<file path="src/rtl/pc_gen_pkg.sv">
// rtl/pc_gen_pkg.sv - shared types and sizing helpers for the fetch PC generator
package pc_gen_pkg;

    typedef struct packed {
        logic call;
        logic ret;
    } redir_kind_t;

    function automatic int ras_ptr_w(input int depth);
        return (depth > 1) ? $clog2(depth) : 1;
    endfunction

endpackage

</file>
<file path="src/rtl/pc_ras.sv">
// rtl/pc_ras.sv - circular return-address stack with count, push/pop/replace
module pc_ras
    import pc_gen_pkg::*;
#(
    parameter int PC_W  = 32,
    parameter int DEPTH = 4
) (
    input  logic            clk_i,
    input  logic            rst_i,
    input  logic            pop_i,
    input  logic            push_i,
    input  logic [PC_W-1:0] push_data_i,
    output logic [PC_W-1:0] top_o,
    output logic            empty_o,
    output logic            full_o
);

    localparam int PW = ras_ptr_w(DEPTH);
    localparam int CW = PW + 1;

    logic [PC_W-1:0] stack_q [DEPTH];
    logic [PW-1:0]   tp_q, tp_d;
    logic [CW-1:0]   cnt_q, cnt_d;
    logic            wr_en;
    logic [PW-1:0]   wr_idx;
    logic            pop_ok;

    assign empty_o = (cnt_q == '0);
    assign full_o  = (cnt_q == CW'(DEPTH));
    assign top_o   = stack_q[tp_q];
    assign pop_ok  = pop_i && !empty_o;

    always_comb begin
        tp_d   = tp_q;
        cnt_d  = cnt_q;
        wr_en  = 1'b0;
        wr_idx = tp_q;
        if (push_i && pop_ok) begin
            // pop-then-push collapses to overwriting the current top
            wr_en = 1'b1;
        end else if (pop_ok) begin
            tp_d  = tp_q - PW'(1);
            cnt_d = cnt_q - CW'(1);
        end else if (push_i) begin
            tp_d   = tp_q + PW'(1);
            wr_en  = 1'b1;
            wr_idx = tp_q + PW'(1);
            if (!full_o) begin
                cnt_d = cnt_q + CW'(1);
            end
        end
    end

    always_ff @(posedge clk_i or posedge rst_i) begin
        if (rst_i) begin
            tp_q  <= '0;
            cnt_q <= '0;
            for (int i = 0; i < DEPTH; i++) begin
                stack_q[i] <= '0;
            end
        end else begin
            tp_q  <= tp_d;
            cnt_q <= cnt_d;
            if (wr_en) begin
                stack_q[wr_idx] <= push_data_i;
            end
        end
    end

endmodule

</file>
<file path="src/rtl/pc_gen.sv">
// rtl/pc_gen.sv - fetch PC generator: step, redirect, RAS return, stall-captured redirects
module pc_gen
    import pc_gen_pkg::*;
#(
    parameter int               PC_W      = 32,
    parameter logic [PC_W-1:0]  RESET_PC  = '0,
    parameter int               STEP      = 4,
    parameter int               RAS_DEPTH = 4
) (
    input  logic            clk_i,
    input  logic            rst_i,
    input  logic            start_i,
    input  logic            stall_i,
    input  logic            hazard_i,
    input  logic            redirect_i,
    input  logic [PC_W-1:0] redirect_pc_i,
    input  logic            call_i,
    input  logic            ret_i,
    input  logic [PC_W-1:0] link_pc_i,
    output logic [PC_W-1:0] pc_o,
    output logic            redirect_pending_o,
    output logic            ras_empty_o,
    output logic            ras_full_o,
    output logic            ras_underflow_o
);

    typedef struct packed {
        logic [PC_W-1:0] target;
        redir_kind_t     kind;
        logic [PC_W-1:0] link;
    } pend_t;

    pend_t           pend_q, pend_d, live, rec;
    logic            pend_v_q, pend_v_d;
    logic [PC_W-1:0] pc_q, pc_d;
    logic            uf_q, uf_d;
    logic            ras_pop, ras_push, ras_empty, ras_full;
    logic [PC_W-1:0] ras_top;

    assign live = {redirect_pc_i, call_i, ret_i, link_pc_i};
    assign rec  = redirect_i ? live : pend_q;

    always_comb begin
        pc_d     = pc_q;
        pend_d   = pend_q;
        pend_v_d = pend_v_q;
        uf_d     = 1'b0;
        ras_pop  = 1'b0;
        ras_push = 1'b0;
        if (start_i) begin
            if (stall_i) begin
                if (redirect_i) begin
                    pend_d   = live;
                    pend_v_d = 1'b1;
                end
            end else if (redirect_i || pend_v_q) begin
                pend_v_d = 1'b0;
                ras_pop  = rec.kind.ret && !ras_empty;
                ras_push = rec.kind.call;
                uf_d     = rec.kind.ret && ras_empty;
                pc_d     = ras_pop ? ras_top : rec.target;
            end else if (!hazard_i) begin
                pc_d = pc_q + PC_W'(STEP);
            end
        end
    end

    always_ff @(posedge clk_i or posedge rst_i) begin
        if (rst_i) begin
            pc_q     <= RESET_PC;
            pend_q   <= '0;
            pend_v_q <= 1'b0;
            uf_q     <= 1'b0;
        end else begin
            pc_q     <= pc_d;
            pend_q   <= pend_d;
            pend_v_q <= pend_v_d;
            uf_q     <= uf_d;
        end
    end

    pc_ras #(
        .PC_W  (PC_W),
        .DEPTH (RAS_DEPTH)
    ) u_ras (
        .clk_i       (clk_i),
        .rst_i       (rst_i),
        .pop_i       (ras_pop),
        .push_i      (ras_push),
        .push_data_i (rec.link),
        .top_o       (ras_top),
        .empty_o     (ras_empty),
        .full_o      (ras_full)
    );

    assign pc_o               = pc_q;
    assign redirect_pending_o = pend_v_q;
    assign ras_empty_o        = ras_empty;
    assign ras_full_o         = ras_full;
    assign ras_underflow_o    = uf_q;

endmodule
</file>
<file path="config.mk">
export PLATFORM = sky130hd
export DESIGN_NAME = pc_gen
export DESIGN_NICKNAME = d
export VERILOG_FILES = /design/src/rtl/pc_gen_pkg.sv /design/src/rtl/pc_ras.sv /design/src/rtl/pc_gen.sv
export SDC_FILE = /design/constraint.sdc
export NUM_CORES = 1
export LEC_CHECK = 0
export BUFFER_PORTS_ARGS = -buffer_cell sky130_fd_sc_hd__buf_4
export CORE_MARGIN = 4
export CORE_UTILIZATION = 50
export CTS_BUF_LIST = sky130_fd_sc_hd__clkbuf_16
export DETAILED_ROUTE_END_ITERATION = 7
export PLACE_DENSITY = 0.74
export SETUP_SLACK_MARGIN = 0.05
export SKIP_CTS_REPAIR_TIMING = 1
export SLEW_MARGIN = 5
export SYNTH_ARGS = -nofsm -noshare
export SYNTH_HDL_FRONTEND = slang
export SYNTH_SLANG_ARGS = --single-unit
export TNS_END_PERCENT = 10
</file>
<file path="constraint.sdc">
create_clock -name clk_i -period 11.9 [get_ports clk_i]
set_input_delay 2.975 -clock clk_i [delete_from_list [all_inputs] [get_ports clk_i]]
set_output_delay 2.975 -clock clk_i [all_outputs]
set_load 0.005 [all_outputs]
</file>
After elaboration in Yosys (flattened, before gate mapping):

Index checks and enable logic that the tools add are counted.

* word-level logic and storage cells: 75
* flip-flop bits (word level): 233

* bitwise gates (word level): 4
* eq/ne operators: 4
* magnitude comparators: 3
* mux-type cells: 32
* add/subtract/negate cells: 5
* reduce and logical (&&, ||, !) cells: 14

Operators by type and width (count)
* $mux W32: 6
* $bwmux W128: 1
* $mux W66: 1
* $bmux W32 S2: 1
* $demux W32 S2: 1
* $add A32 B3 Y32 const B: 1
* $mux W1: 15
* $mux W3: 3
* $reduce_and A3 Y1: 3
* $mux W2: 4
* $ge A3 B3 Y1 const B: 2
* $ne A2 B1 Y1 const B: 3
* $not A2 Y3: 2
* $logic_and A1 B1 Y1: 5
* $reduce_bool A2 Y1: 2
* $add A3 B1 Y3 const B: 1
* $eq A3 B3 Y1 const B: 1
* $logic_not A3 Y1: 1
* $lt A3 B1 Y1 const B: 1
* $sub A3 B1 Y3 const B: 1
* $add A2 B1 Y2 const B: 1
* $not A1 Y1: 2
* $reduce_and A2 Y1: 1
* $sub A2 B1 Y2 const B: 1
* 2 further kinds: 2

Depth between registers and ports, before layout:

* depth in word-level cells: 15
* depth in mapped cells: 11
* mapped depth without buffers: 9

Modules after synthesis:

From an unflattened synthesis, not the netlist that was laid out.

* cells, all modules: 903
* area, all modules: 11606.1 µm²

By module, submodules not included
* pc_ras: area each 6038.3 µm², cells each 369, seq. area each 3328.2 µm², instances 1
* pc_gen: area each 5567.8 µm², cells each 534, seq. area each 2502.4 µm², instances 1

Worst setup path before layout:

Ideal clock, no wire load.

* kind: in2reg
* start point: input port redirect_i
* end point: register u_ras.cnt_q[2]
* setup slack: 6.839 ns
* stages on the path: 10
* data arrival time: 4.929 ns
* data required time: 11.768 ns
* library setup time: 0.132 ns
* path buffers: 2
* path through: buf_2 -> mux2i_1 -> nor2_1 -> clkbuf_1 -> nand2_1 -> fa_1 -> nor4_1 -> a21oi_1 -> o21ai_0 -> o31ai_1

* word-level cells in the longest chain between the ends: 9
* elaborated cells between the ends (all ways): 16
* classes of those cells: eq/ne (1); mux (8); bitwise (1); reduce/logical (6)

RTL lines
* start: declaration: line pc_gen.sv:15 `input logic redirect_i,`
* parallel branches: the longest is 9 deep, another holds $mux W66
* end signal: assignment: line pc_ras.sv:63 `cnt_q <= cnt_d;`
* end: declaration: line pc_ras.sv:23 `logic [CW-1:0] cnt_q, cnt_d;`

Parallel ways; which one is timed is not known.
A chain may end at the register's enable or synchronous reset.

Final worst setup path:

* start point: input port stall_i
* end point: register u_ras.cnt_q[2]

* word-level cells in the longest chain between the ends: 6
* elaborated cells between the ends (all ways): 11
* classes of those cells: eq/ne (1); mux (5); bitwise (1); reduce/logical (4)

RTL lines
* start: declaration: line pc_gen.sv:13 `input logic stall_i,`
* parallel branches: the longest is 6 deep, another holds $reduce_and A3 Y1

Parallel ways; which one is timed is not known.

==> results.json <==
{
  "finalWorstSetupSlack_ps": 6710,
  "leakage_nw": 5.70,
  "core_um2": 21800,
  "hold_violations": 0,
  "grt_pass1_vias": 8352,
  "cts.clk_slew.worst_paths_ps": 60,
  "slew_violations": 0,
  "num-nets-final": 1207,
  "maxCapViolations": 0,
  "drt_drc_violations_left": 0,
  "rows": 54,
  "final.setup.tns_ps": 0,
  "vdd_ir_drop_max_v": 0.000113,
  "ys_seq_elements": 233,
  "synth_area_per_cell_um2": 10.4,
  "synth_ff_type": "dfrtp_1",
  "finClkSkew_ps": 20.6,
  "grt_max_degree": 105,
  "status": "finished, final reports clean",
  "endpoint_kind": "register",
  "dieArea_um2": 24500,
  "drtPass1Iterations": 6,
  "dpl_worst_slack_ps": 6260,
  "startpoint": "stall_i",
  "yosysSeqAreaShare_pct": 52.9,
  "path_class": "primary input to register",
  "io_buffers": 107,
  "worstSetupStartpointType": "primary input",
  "min_period_over_period_pct": 43.6,
  "p_per_area_nw_per_um2": 229,
  "drive_gt1_share_pct": 20.1,
  "gr-usage-all-layers_pct": 22.4,
  "gp_congestion": 0.943,
  "dpl.hpwl_mm": 17.9,
  "via_per_inst": 5.90,
  "routed_wl_mm": 27.3,
  "io_pins": 108,
  "wl_per_cell_um": 19.1,
  "async_flop_share_pct": 100,
  "root_buffer": "clkbuf_16",
  "min-delay-start": "u_ras.stack_q[58]$_DFFE_PP0P_",
  "worstPathArrival_ps": 5580,
  "yosysUniqueCellTypes": 57,
  "clock_path_buffers": 3,
  "synthTopCellsByArea": "dfrtp_1 53%, mux2i_1 6.2%, mux4_2 6.1%",
  "final_common_cell": "dfrtp_1",
  "period_minus_slack_ps": 5190,
  "hp-class": "register to register",
  "tritoncts": "done",
  "die_height_um": 156,
  "netlist_instances": 1056,
  "cts_num_sinks": 233,
  "timing_worst_slew_pin_value_ps": 906,
  "grt_pass1_wl_mm": 44.3,
  "initial_core_util_pct": 50.7,
  "grt-ovfl-total": 0,
  "required_ps": 12280,
  "cts_buffers": 25,
  "rsz0062_at_grt": "no",
  "synth_edf_count": 0,
  "reg2reg_from": "redirect_pending_o$_DFFE_PP0P_",
  "drtIter0Drc": 545,
  "clk_latency_ps": 530,
  "fmax_mhz": 193,
  "htreeDepth": 1,
  "slew_headroom_pct": 39.6,
  "finalSetupViolations": 0,
  "synth_top_area_share_pct": 52.9,
  "final_cell_mix": "232 x dfrtp_1, 141 x nand2_1, 129 x o21ai_0",
  "syn_nets": 1130,
  "syn_area_um2": 11000,
  "critical_path_peak_fanout": 14,
  "fp.dieW_um": 156,
  "antenna_found_initial": 1,
  "yosys.area.top_type": "dfrtp_1",
  "yosysWarnings": 0,
  "ant_nets": 0,
  "vias": 8419,
  "areaGrowthSynthToFinish_pct": 15.9
}
-- critical path, cell delays in order --
cell	delay [ps]
buf_4	110
nand2b_1	400
nor2_1	820
nand2_1	180
fa_1	470
nor4_1	310
a21oi_1	70
o21ai_0	150
o31ai_1	90
-- cell usage after synthesis, types with 5 or more instances --
library cell and count:
clkbuf_1 39, inv_1 7, and3_1 8, buf_1 5, o21ai_0 129, mux4_2 30, o211ai_1 10, nand3_1 15
dfrtp_1 233, a211oi_1 7, mux2_2 35, nand2_1 141, nor3_1 11, buf_2 25, mux2i_1 68, or3_1 5
a21oi_1 107, nor2_1 93, nor4_1 9, nand4_1 10
-- cells by family (layout without fill, tap and decap cells) --
group                      count (synthesis)  after routing  synth area share [%]
AOI/OAI and AO/OA                        282            282                  14.0
muxes                                    135            135                  16.3
xor gates and xnor gates                   3              3                 0.238
other                                      0              1                     0
buffers and inverters                     81            171                  3.28
DFF                                      233            233                  52.9
and+or+nand+nor                          320            320                  12.9
adders and majority gates                  2              2                 0.295
-- layout make-up --
cell class | count | area, um^2
Antenna cell | 1 | 2.50
Inverter | 8 | 37.5
Multi-Input combinational cell | 742 | 4850
Clock buffer | 25 | 626
Sequential cell | 233 | 5830
Timing Repair Buffer | 123 | 923
Clock inverter | 15 | 145
Fill cell | 1837 | 8980
Tap cell | 280 | 350
-- final timing paths --
kind	end	slack, ps	depth (start not counted)
setup / recovery	u_ras.cnt_q[2]$_DFFE_PP0P_	6710	9
hold reg to reg	u_ras.stack_q[58]$_DFFE_PP0P_	470	2
max in group asynchronous	u_ras.stack_q[86]$_DFFE_PP0P_	7210	4
hold / removal	u_ras.stack_q[58]$_DFFE_PP0P_	470	2
setup reg to reg	u_ras.cnt_q[2]$_DFFE_PP0P_	9220	8
min in group asynchronous	pc_o[5]$_DFFE_PP0P_	2580	2
-- per-layer routing --
layer	vias to the layer above	wire length, um	track usage (%)	part of all wire (%)
met3	41	2100	4.26	7.7
met1	4152	12000	32.4	44
met4	0	571	5.87	2.1
met2	296	12600	35.1	46
met5	-	0	0	0
li1	3930	-	-	-
-- registers in the layout (all words and copies together) (netlist names) --
register and count:
pc_o 32, pend_q 66, ras_underflow_o 1, redirect_pending_o 1, u_ras.cnt_q 3, u_ras.stack_q 128
u_ras.tp_q 2
-- power by group --
group	switching, mW	internal [mW]	total (mW)	leakage (nW)
logic	0.460	0.431	0.891	2.49
registers	0.209	1.08	1.29	2.81
clock network	0.302	0.442	0.743	0.397
-- metrics by stage --
step           cell area (um^2)  power (mW)  std cells  hold slack [ps]  util, %
3_5_place_dp              12000        2.18       1386              466     55.1
5_1_grt                   12800        3.12       1426              498     58.7
6_report                  12800        2.93       1427              475     58.7
3_3_place_gp              12000        2.14       1386              456     55.1
4_1_cts                   12800        2.94       1426              480     58.7
2_1_floorplan             11000        1.86       1056              445        -
(Power assumes the default switching activity.)
